===== src/rtl/led_decoder_pkg.sv =====
// Shared definitions for the seven-segment display link (encoder and decoder).
package led_decoder_pkg;

  localparam int NUM_DIGITS = 6;

  typedef logic [3:0] digit_t;

  // Active-low segment patterns, bit0 = a ... bit6 = g.
  localparam logic [6:0] SEG_0 = 7'b1000000;
  localparam logic [6:0] SEG_1 = 7'b1111001;
  localparam logic [6:0] SEG_2 = 7'b0100100;
  localparam logic [6:0] SEG_3 = 7'b0110000;
  localparam logic [6:0] SEG_4 = 7'b0011001;
  localparam logic [6:0] SEG_5 = 7'b0010010;
  localparam logic [6:0] SEG_6 = 7'b0000010;
  localparam logic [6:0] SEG_7 = 7'b1111000;
  localparam logic [6:0] SEG_8 = 7'b0000000;
  localparam logic [6:0] SEG_9 = 7'b0010000;

  // Strobe tracking FSM states.
  typedef enum logic [1:0] {
    ST_IDLE   = 2'd0,
    ST_SETTLE = 2'd1,
    ST_HOLD   = 2'd2
  } dec_state_t;

  // True when exactly one bit of the digit select is set.
  function automatic logic is_onehot6(input logic [NUM_DIGITS-1:0] v);
    return (v != '0) && ((v & (v - 1'b1)) == '0);
  endfunction

endpackage


===== src/rtl/led_decoder_seg7_to_bcd.sv =====
// Combinational active-low seven-segment pattern to BCD decoder.
// Any pattern outside the ten legal digits raises o_invalid and yields 0.
module seg7_to_bcd
  import led_decoder_pkg::*;
(
  input  logic [6:0] i_seg,
  output digit_t     o_bcd,
  output logic       o_invalid
);

  // Table lookup of the ten legal patterns.
  always_comb begin
    o_bcd     = 4'd0;
    o_invalid = 1'b0;
    case (i_seg)
      SEG_0:   o_bcd = 4'd0;
      SEG_1:   o_bcd = 4'd1;
      SEG_2:   o_bcd = 4'd2;
      SEG_3:   o_bcd = 4'd3;
      SEG_4:   o_bcd = 4'd4;
      SEG_5:   o_bcd = 4'd5;
      SEG_6:   o_bcd = 4'd6;
      SEG_7:   o_bcd = 4'd7;
      SEG_8:   o_bcd = 4'd8;
      SEG_9:   o_bcd = 4'd9;
      default: o_invalid = 1'b1;
    endcase
  end

endmodule


===== src/rtl/led_decoder.sv =====
// Receiver for the six-digit multiplexed seven-segment bus. Synchronizes the
// segment and digit lines, captures each strobed digit once it has been
// stable for SETTLE samples, assembles frames and publishes a value once the
// same frame has been seen STABLE_FRAMES times in a row.
module led_decoder
  import led_decoder_pkg::*;
#(
  parameter int SETTLE        = 4,
  parameter int STABLE_FRAMES = 2,
  parameter int TIMEOUT       = 1_000_000
) (
  input  logic                    clk,
  input  logic                    rst,
  input  logic [6:0]              seg,
  input  logic [NUM_DIGITS-1:0]   dig,
  output digit_t [NUM_DIGITS-1:0] value,
  output logic                    valid,
  output logic                    frame_done,
  output logic                    err,
  output logic [1:0]              o_dbg_state
);

  localparam int SCW = $clog2(SETTLE + 1);
  localparam int TW  = $clog2(TIMEOUT + 1);
  localparam logic [SCW-1:0] SETTLE_LAST = SCW'(SETTLE - 1);
  localparam logic [SCW-1:0] SETTLE_FULL = SCW'(SETTLE);
  localparam logic [TW-1:0]  TIMEOUT_V   = TW'(TIMEOUT);
  localparam logic [3:0]     STABLE_V    = 4'(STABLE_FRAMES);
  localparam logic [3:0]     MATCH_MAX   = 4'd15;

  // Synchronizer stages plus the previous synchronized sample for change detect.
  logic [6:0]            r_seg_s1, r_seg_s2, r_seg_prev;
  logic [NUM_DIGITS-1:0] r_dig_s1, r_dig_s2, r_dig_prev;

  // Strobe FSM.
  dec_state_t            r_state;
  logic [SCW-1:0]        r_cnt;
  logic                  r_err;

  // Frame assembly.
  digit_t [NUM_DIGITS-1:0] r_scratch;
  logic [NUM_DIGITS-1:0]   r_seen;
  logic                    r_bad;

  // Stability / publication.
  digit_t [NUM_DIGITS-1:0] r_prev_good;
  digit_t [NUM_DIGITS-1:0] r_value;
  logic [3:0]              r_match;
  logic                    r_valid;
  logic                    r_frame_done;
  logic [TW-1:0]           r_to;

  // Combinational decisions.
  digit_t                w_bcd;
  logic                  w_invalid;
  logic                  w_change;
  logic                  w_onehot;
  logic                  w_multi_new;
  logic                  w_restart;
  logic                  w_capture;
  logic                  w_err_ev;
  logic [NUM_DIGITS-1:0] w_seen_set;
  logic                  w_close;
  logic                  w_same;
  logic [3:0]            w_match_nx;
  logic                  w_load;
  dec_state_t            w_state_nx;
  logic [SCW-1:0]        w_cnt_nx;

  seg7_to_bcd u_seg7_to_bcd (
    .i_seg     (r_seg_s2),
    .o_bcd     (w_bcd),
    .o_invalid (w_invalid)
  );

  assign w_change    = (r_seg_s2 != r_seg_prev) || (r_dig_s2 != r_dig_prev);
  assign w_onehot    = is_onehot6(r_dig_s2);
  // A multi-hot select reports once when it first appears or changes shape.
  assign w_multi_new = !w_onehot && (r_dig_s2 != '0) && (r_dig_s2 != r_dig_prev);
  assign w_err_ev    = (w_capture && w_invalid) || w_multi_new;
  // The select is one-hot whenever a capture happens, so it doubles as the mask.
  assign w_seen_set  = (w_capture && !w_invalid) ? r_dig_s2 : '0;
  assign w_close     = (r_seen == '1);
  assign w_same      = (r_scratch == r_prev_good);
  assign w_match_nx  = !w_same ? 4'd1 :
                       (r_match == MATCH_MAX) ? MATCH_MAX : 4'(r_match + 4'd1);
  assign w_load      = !r_bad && (w_match_nx == STABLE_V) &&
                       ((r_scratch != r_value) || !r_valid);

  assign value       = r_value;
  assign valid       = r_valid;
  assign frame_done  = r_frame_done;
  assign err         = r_err;
  assign o_dbg_state = r_state;

  // Two-flop synchronizer and one-sample history of the synchronized pair.
  always_ff @(posedge clk or negedge rst) begin
    if (!rst) begin
      r_seg_s1   <= 7'h7F;
      r_seg_s2   <= 7'h7F;
      r_seg_prev <= 7'h7F;
      r_dig_s1   <= '0;
      r_dig_s2   <= '0;
      r_dig_prev <= '0;
    end else begin
      r_seg_s1   <= seg;
      r_seg_s2   <= r_seg_s1;
      r_seg_prev <= r_seg_s2;
      r_dig_s1   <= dig;
      r_dig_s2   <= r_dig_s1;
      r_dig_prev <= r_dig_s2;
    end
  end

  // Next-state and capture decision for the strobe FSM.
  always_comb begin
    w_state_nx = r_state;
    w_cnt_nx   = r_cnt;
    w_capture  = 1'b0;
    w_restart  = 1'b0;
    case (r_state)
      ST_IDLE: begin
        w_restart = w_onehot;
      end
      ST_SETTLE: begin
        if (w_change) begin
          if (w_onehot) w_restart  = 1'b1;
          else          w_state_nx = ST_IDLE;
        end else if (r_cnt == SETTLE_LAST) begin
          w_capture  = 1'b1;
          w_state_nx = ST_HOLD;
          w_cnt_nx   = SETTLE_FULL;
        end else begin
          w_cnt_nx = r_cnt + 1'b1;
        end
      end
      ST_HOLD: begin
        if (w_change) begin
          if (w_onehot) w_restart  = 1'b1;
          else          w_state_nx = ST_IDLE;
        end
      end
      default: w_state_nx = ST_IDLE;
    endcase
    // A new one-hot sample is the first of SETTLE; SETTLE=1 captures at once.
    if (w_restart) begin
      if (SETTLE == 1) begin
        w_capture  = 1'b1;
        w_state_nx = ST_HOLD;
        w_cnt_nx   = SETTLE_FULL;
      end else begin
        w_state_nx = ST_SETTLE;
        w_cnt_nx   = SCW'(1);
      end
    end
  end

  // Strobe FSM state, settle counter and registered error pulse.
  always_ff @(posedge clk or negedge rst) begin
    if (!rst) begin
      r_state <= ST_IDLE;
      r_cnt   <= '0;
      r_err   <= 1'b0;
    end else begin
      r_state <= w_state_nx;
      r_cnt   <= w_cnt_nx;
      r_err   <= w_err_ev;
    end
  end

  // Frame assembly: scratch digits, seen mask and bad-frame mark.
  always_ff @(posedge clk or negedge rst) begin
    if (!rst) begin
      r_scratch <= '0;
      r_seen    <= '0;
      r_bad     <= 1'b0;
    end else begin
      for (int i = 0; i < NUM_DIGITS; i++) begin
        if (w_seen_set[i]) r_scratch[i] <= w_bcd;
      end
      r_seen <= (r_seen & {NUM_DIGITS{!w_close}}) | w_seen_set;
      r_bad  <= (r_bad & !w_close) | w_err_ev;
    end
  end

  // Frame close handling, stability matching, publication and timeout.
  always_ff @(posedge clk or negedge rst) begin
    if (!rst) begin
      r_prev_good  <= '0;
      r_value      <= '0;
      r_match      <= 4'd0;
      r_valid      <= 1'b0;
      r_frame_done <= 1'b0;
      r_to         <= '0;
    end else begin
      r_frame_done <= 1'b0;
      if (w_close) begin
        r_to <= '0;
        if (r_bad) begin
          r_match <= 4'd0;
        end else begin
          r_match     <= w_match_nx;
          r_prev_good <= r_scratch;
          if (w_load) begin
            r_value      <= r_scratch;
            r_valid      <= 1'b1;
            r_frame_done <= 1'b1;
          end
        end
      end else if (r_to == TIMEOUT_V) begin
        r_valid <= 1'b0;
        r_match <= 4'd0;
      end else begin
        r_to <= r_to + 1'b1;
      end
    end
  end

endmodule

===== config.mk =====
export PLATFORM = sky130hd
export DESIGN_NAME = led_decoder
export DESIGN_NICKNAME = d
export VERILOG_FILES = /design/src/rtl/led_decoder_pkg.sv /design/src/rtl/led_decoder_seg7_to_bcd.sv /design/src/rtl/led_decoder.sv
export SDC_FILE = /design/constraint.sdc
export NUM_CORES = 1
export LEC_CHECK = 0
export BUFFER_PORTS_ARGS = -buffer_cell sky130_fd_sc_hd__buf_2
export CAP_MARGIN = 20
export CORE_MARGIN = 3
export CORE_UTILIZATION = 25
export DETAILED_ROUTE_END_ITERATION = 10
export PLACE_DENSITY = 0.51
export SETUP_SLACK_MARGIN = 0.02
export SLEW_MARGIN = 25
export SYNTH_ARGS = -nofsm -noshare
export SYNTH_HDL_FRONTEND = slang
export SYNTH_SLANG_ARGS = --single-unit

===== constraint.sdc =====
create_clock -name clk -period 2.7 [get_ports clk]
set_input_delay 0.405 -clock clk [delete_from_list [all_inputs] [get_ports clk]]
set_output_delay 0.405 -clock clk [all_outputs]
set_load 0.05 [all_outputs]

==> results of run 1 <==
## power by group through the flow
stage	clock [mW]	combinational, mW	sequential (mW)
final	2.40	0.264	2.33
after global routing	2.58	0.303	2.34
after CTS	2.48	0.271	2.33
after detailed placement	0	0.267	2.38
after global placement	0	0.269	2.37
after floorplan	0	0.138	2.39
## cell type report
cell class	instances	area share, %
Sequential cell	150	45.83
Multi-Input combinational cell	372	34.69
Timing Repair Buffer	82	6.569
Clock buffer	19	5.628
Tap cell	335	5.082
Clock inverter	13	1.563
Inverter	14	0.6371
## logic make-up after synthesis
kind of cell | Yosys count | synth area share [%]
fa+ha+maj | 9 | 1.646
buf+inv | 35 | 2.926
mux | 56 | 9.400
xor+xnor | 80 | 10.24
simple gates | 157 | 13.28
flops | 150 | 55.25
compound gates | 70 | 7.261
## what timing repair did
action                     4_1_cts  5_1_grt
hold endpoints to repair        54        0
hold buffers                     1        0
setup endpoints to repair        0        0
## layer usage
layer  routed length (um)  global-route usage, %  vias up
met5                    0                      0        -
met4                  223                  3.464        0
met1                 7892                  16.35     2172
met2                 6554                  15.88       79
li1                     -                      -     2125
met3                  631                  2.804       14
## flip-flops by register name, indices dropped and copies added (netlist names), 2 cells and up
name,count
r_dig_prev,6
r_dig_s2,6
r_cnt,3
value,24
r_scratch,24
r_seg_s2,7
r_prev_good,24
r_seg_prev,7
r_dig_s1,6
o_dbg_state,2
r_match,4
r_seg_s1,7
r_to,20
r_seen,6
## cells in the mapped netlist, types with 4 or more instances
| cell | instances | area (um2) |
|---|---|---|
| a21oi_1 | 20 | 100.1 |
| a22o_1 | 8 | 70.07 |
| a31oi_1 | 7 | 43.79 |
| and3_1 | 5 | 31.28 |
| buf_6 | 6 | 67.56 |
| clkbuf_1 | 8 | 30.03 |
| dfrtp_1 | 129 | 3228 |
| dfstp_2 | 21 | 551.8 |
| ha_1 | 9 | 112.6 |
| inv_1 | 14 | 52.55 |
| mux2_1 | 9 | 101.4 |
| mux2_2 | 41 | 461.7 |
| mux2_4 | 4 | 60.06 |
| nand2_1 | 31 | 116.4 |
| nand2_4 | 6 | 67.56 |
| nand3_1 | 14 | 70.07 |
| nand4_1 | 19 | 118.9 |
| nor2_1 | 34 | 127.6 |
| nor3_1 | 9 | 45.04 |
| nor4_1 | 10 | 62.56 |
| o21ai_0 | 10 | 50.05 |
| o2bb2ai_1 | 7 | 61.31 |
| or3_1 | 4 | 25.02 |
| xnor2_1 | 42 | 367.9 |
| xor2_1 | 38 | 332.8 |
## worst max-delay path, delay by kind of cell (launching register included)
family	cells	cell delay (ns)
XOR/XNOR	1	0.18
multiplexers	1	0.36
flip-flops	1	0.47
buffers and inverters	2	0.48
AO/OA/AOI/OAI	1	0.31
AND/OR/NAND/NOR	2	0.56
## worst paths after layout
check	start	to	slack, ns	cells after the start
min in group asynchronous	rst	r_prev_good[5]$_DFFE_PN0P_	0.52	2
min	seg[2]	r_seg_s1[2]$_DFF_PN1_	0.07	1
max reg2reg	r_scratch[18]$_DFFE_PN0P_	value[17]$_DFFE_PN0P_	0.22	7
min reg2reg	r_dig_s1[5]$_DFF_PN0_	r_dig_s2[5]$_DFF_PN0_	0.35	0
max	r_scratch[18]$_DFFE_PN0P_	value[17]$_DFFE_PN0P_	0.22	7
max in group asynchronous	rst	r_seg_s1[1]$_DFF_PN1_	1.38	3
==> out/metrics.yaml, run 1 <==
seqCellArea_um2: 3780
hold_violations: 0
route.detailed.drc: 0
cts_root_buf: "clkbuf_16"
layout.nets: 661
p_leak_nw: 4.061
slowest_stage: "dfrtp_1"
startpoint_type: "flop"
area_delta_synth_final_pct: 20.56
synth_area_um2: 6842
power.density_nw_per_um2: 606.2
fin_util_pct: 31.12
drtIter0Drc: 293
viasPerCell: 4.457
fin_hold_ws_ns: 0.07081
final_common_cell: "dfrtp_1"
dp_hpwl_um: 11120
multi_input_area_um2: 2861
nFillCells: 2662
clk_latency_ns: 0.43
yosys_warnings: 0
hold_path_class: "in2reg"
cts_tree: "done"
synth_async_sr_flop_share_pct: 100.0
die_h_um: 171.4
antenna_found_initial: 0
crit_chain: "xor2_1 -> nor4_1 -> nand4_1 -> buf_4 -> a2111oi_4 -> buf_4 -> mux2_2"
final-setup-viol-count: 0
period_share_pct: 91.87
cts_resized: 0
h-tree-depth: 4
die_w_um: 171.4
io_buffers: 43
power_switching_share_pct: 24.57
syn_nets: 581
synth_edf_count: 0
clkPwrFrac_pct: 48.1
ys_ff_latch: 150
wl_per_cell_um: 15.54
drive_gt1_share_pct: 29.85
max_freq_mhz: 403.2
drt-pass1-iter-count: 7
clk_pin_slew_ns: 0.07
critical_path.max_fanout: 13
total_power_mw: 5.000
internal_power_mw: 3.772
slew_headroom_pct: 63.50
cts_setup_buffers: 0
initial_core_util_pct: 25.82
critPathCaptureType: "flop"
slew_violations: 0
vias: 4390
synth_ff_type: "dfrtp_1"
synthDistinctLibCells: 62
final_cell_count_no_fill: 985
grt_max_degree: 58
status: "complete, no violations"
rsz0062_at_grt: "no"
fin_worst_skew_ns: 0.01378
min_period_ns: 2.480
die_area_um2: 29390
grt_overflow: 0
ys_seq_area_share_pct: 55.25
postSynthAreaPerCell_um2: 12.28
seq_power_share_pct: 46.7
dpl_cell_area_um2: 7645
grt_pass1_vias: 4443
design_area_um2: 8248
slowest_delay_ns: 0.47
max_cap_violations: 0
ant_nets: 0
finalWeightedCongestion: 0.7897
required_ns: 3.01
cp.arrival_ns: 2.79
crit_top_cell: "buf_4"
p_comb_share_pct: 5.3
dp_slack_ns: 0.1643
worstMarginPinSlew_ns: 0.5475
p_switching_mw: 1.229
dpl.cell_count: 952
track_usage_pct: 11.08
clk_path_buf_depth: 2
antenna_cells: 0
ir_worst_vdd_mv: 0.4260
drt-total-wl_um: 15300
boundaryPins: 44
fin_ws_ns: 0.2196
cts_num_sinks: 150
coreArea_um2: 26500
mostFrequentLayoutCells: "dfrtp_1 (129), xnor2_1 (42), buf_2 (42)"
fin_setup_tns_ns: 0
grt_pass1_wl_um: 25210
critPathKind: "reg2reg"
synth_cells: 557
rows: 59
numCtsBuffers: 17
Note: power is estimated with default switching activity, not from simulation.
==> run 2, diff against run 1 <==
--- a/config.mk
+++ b/config.mk
@@ -9,6 +9,7 @@
 export CAP_MARGIN = 20
 export CORE_MARGIN = 3
 export CORE_UTILIZATION = 25
+export CTS_BUF_LIST = sky130_fd_sc_hd__clkbuf_4
 export DETAILED_ROUTE_END_ITERATION = 10
 export PLACE_DENSITY = 0.51
 export SETUP_SLACK_MARGIN = 0.02
==> run 2 against run 1 <==
Net effect: routed wire length is 0.56% higher; via count is 1.6% higher; final cell count is 1.4% higher; clock-buffer cell count is 2 lower; hold slack better by 0.28 ns; clock skew is 0.020 ns higher; maximum frequency is 0.25% higher; sequential power hardly changed; critical path type unchanged; utilization is 0.64 points lower; first-iteration DRC count is 4.4% lower; sequential share of layout area is 0.97 points higher; critical path depth stayed put.
==> out/metrics.yaml, run 2 (synthesized netlist as in run 1, its figures left out) <==
cts_resized: 0  # unchanged
rows: 59  # unchanged
initial_core_util_pct: 25.82  # unchanged
status: "complete, no violations"
slew_headroom_pct: 63.24  # -0.26 points
multi_input_area_um2: 2861  # unchanged
critPathKind: "reg2reg"
hold_path_class: "in2async"
rsz0062_at_grt: "no"
layout.nets: 674  # +2.0%
cp.arrival_ns: 2.96  # +0.17 ns
clk_pin_slew_ns: 0.16  # +0.09 ns
p_leak_nw: 3.980  # -2.0%
total_power_mw: 4.100  # -18%
cts_root_buf: "clkbuf_4"
numCtsBuffers: 17  # unchanged
io_buffers: 43  # unchanged
drt-total-wl_um: 15390  # +0.56%
wl_per_cell_um: 15.40  # -0.85%
final_common_cell: "dfrtp_1"
clk_path_buf_depth: 2  # unchanged
track_usage_pct: 11.22  # +0.15 points
final-setup-viol-count: 0  # unchanged
die_h_um: 171.4  # unchanged
boundaryPins: 44  # unchanged
die_w_um: 171.4  # unchanged
clk_latency_ns: 0.59  # +0.16 ns
worstMarginPinSlew_ns: 0.5514  # +0.003886 ns
dp_hpwl_um: 11120  # unchanged
dpl.cell_count: 952  # unchanged
area_delta_synth_final_pct: 18.07
power.density_nw_per_um2: 507.5  # -16%
drive_gt1_share_pct: 29.11  # -0.74 points
grt_pass1_wl_um: 25480  # +1.1%
period_share_pct: 91.63  # -0.23 points
grt_overflow: 0  # unchanged
final_cell_count_no_fill: 999  # +1.4%
fin_worst_skew_ns: 0.03389  # +0.02011 ns
critPathCaptureType: "flop"
min_period_ns: 2.474  # -0.006308 ns
route.detailed.drc: 0  # unchanged
ir_worst_vdd_mv: 0.2029  # -52%
coreArea_um2: 26500  # unchanged
drt-pass1-iter-count: 4  # -3
viasPerCell: 4.464  # +0.17%
finalWeightedCongestion: 0.7897  # unchanged
drtIter0Drc: 280  # -4.4%
hold_violations: 0  # unchanged
h-tree-depth: 4  # unchanged
ant_nets: 0  # unchanged
cts_num_sinks: 150  # unchanged
max_cap_violations: 0  # unchanged
cts_hold_buf: 14  # +13
cts_tree: "done"
seqCellArea_um2: 3780  # unchanged
critical_path.max_fanout: 13  # unchanged
die_area_um2: 29390  # unchanged
vias: 4460  # +1.6%
cts_setup_buffers: 0  # unchanged
required_ns: 3.19  # +0.18 ns
grt_pass1_vias: 4509  # +1.5%
startpoint_type: "flop"
nFillCells: 2694  # +1.2%
fin_setup_tns_ns: 0  # unchanged
slew_violations: 0  # unchanged
antenna_found_initial: 1  # +1
mostFrequentLayoutCells: "dfrtp_1 (129), xnor2_1 (42), buf_2 (42)"
max_freq_mhz: 404.2  # +0.25%
grt_max_degree: 58  # unchanged
## run 2: path summary, 6_finish.rpt
kind                                                start                  endpoint  slack, ns  depth (start not counted)
worst max-delay path            r_scratch[18]$_DFFE_PN0P_     value[17]$_DFFE_PN0P_       0.23                          7
worst min-delay path                                  rst  r_scratch[4]$_DFFE_PN0P_       0.35                          2
worst max register to register  r_scratch[18]$_DFFE_PN0P_     value[17]$_DFFE_PN0P_       0.23                          7
worst min register to register      r_dig_s1[5]$_DFF_PN0_     r_dig_s2[5]$_DFF_PN0_       0.36                          0
max in group asynchronous                             rst     r_seg_s1[1]$_DFF_PN1_       1.55                          3
min in group clk                    r_dig_s1[5]$_DFF_PN0_     r_dig_s2[5]$_DFF_PN0_       0.36                          0
## run 2: power by group
part           internal [mW]  switching, mW
clock                  0.576          0.913
combinational          0.105          0.174
sequential              2.30         0.0334
## run 2: critical path, cell delays in order (launching register included)
cell and delay, ns:
dfrtp_1 0.50, xor2_1 0.18, nor4_1 0.37, nand4_1 0.19, buf_4 0.19, a2111oi_4 0.31, buf_4 0.29, mux2_2 0.36
## run 2: metal layers
| layer | track usage [%] | routed length (um) | vias up |
|---|---|---|---|
| met4 | 3.884 | 201 | 0 |
| met5 | 0 | 0 | - |
| met2 | 16.40 | 6814 | 79 |
| li1 | - | - | 2155 |
| met3 | 2.528 | 561 | 14 |
| met1 | 16.35 | 7809 | 2212 |
## run 2: final cells by class
type | count | share of cell area, %
sequential | 150 | 46.79
multi-input combinational | 372 | 35.42
antenna | 1 | 0.03098
clock inverter | 15 | 2.014
clock buffer | 17 | 1.580
inverter | 14 | 0.6506
timing repair buffer | 95 | 8.318
tap | 335 | 5.189
## run 2: per-stage QoR
stage | worst slack [ns] | instance area, um2 | hold WS [ns] | util, %
finish | 0.2259 | 8078 | 0.3504 | 30.48
global route | 0.03070 | 8078 | 0.3656 | 30.48
CTS | 0.1496 | 8075 | 0.3320 | 30.47
detailed placement | 0.1643 | 7645 | 0.3347 | 28.85
global placement | 0.1661 | 7645 | 0.3339 | 28.85
floorplan | 0.3692 | 6842 | 0.1094 | -
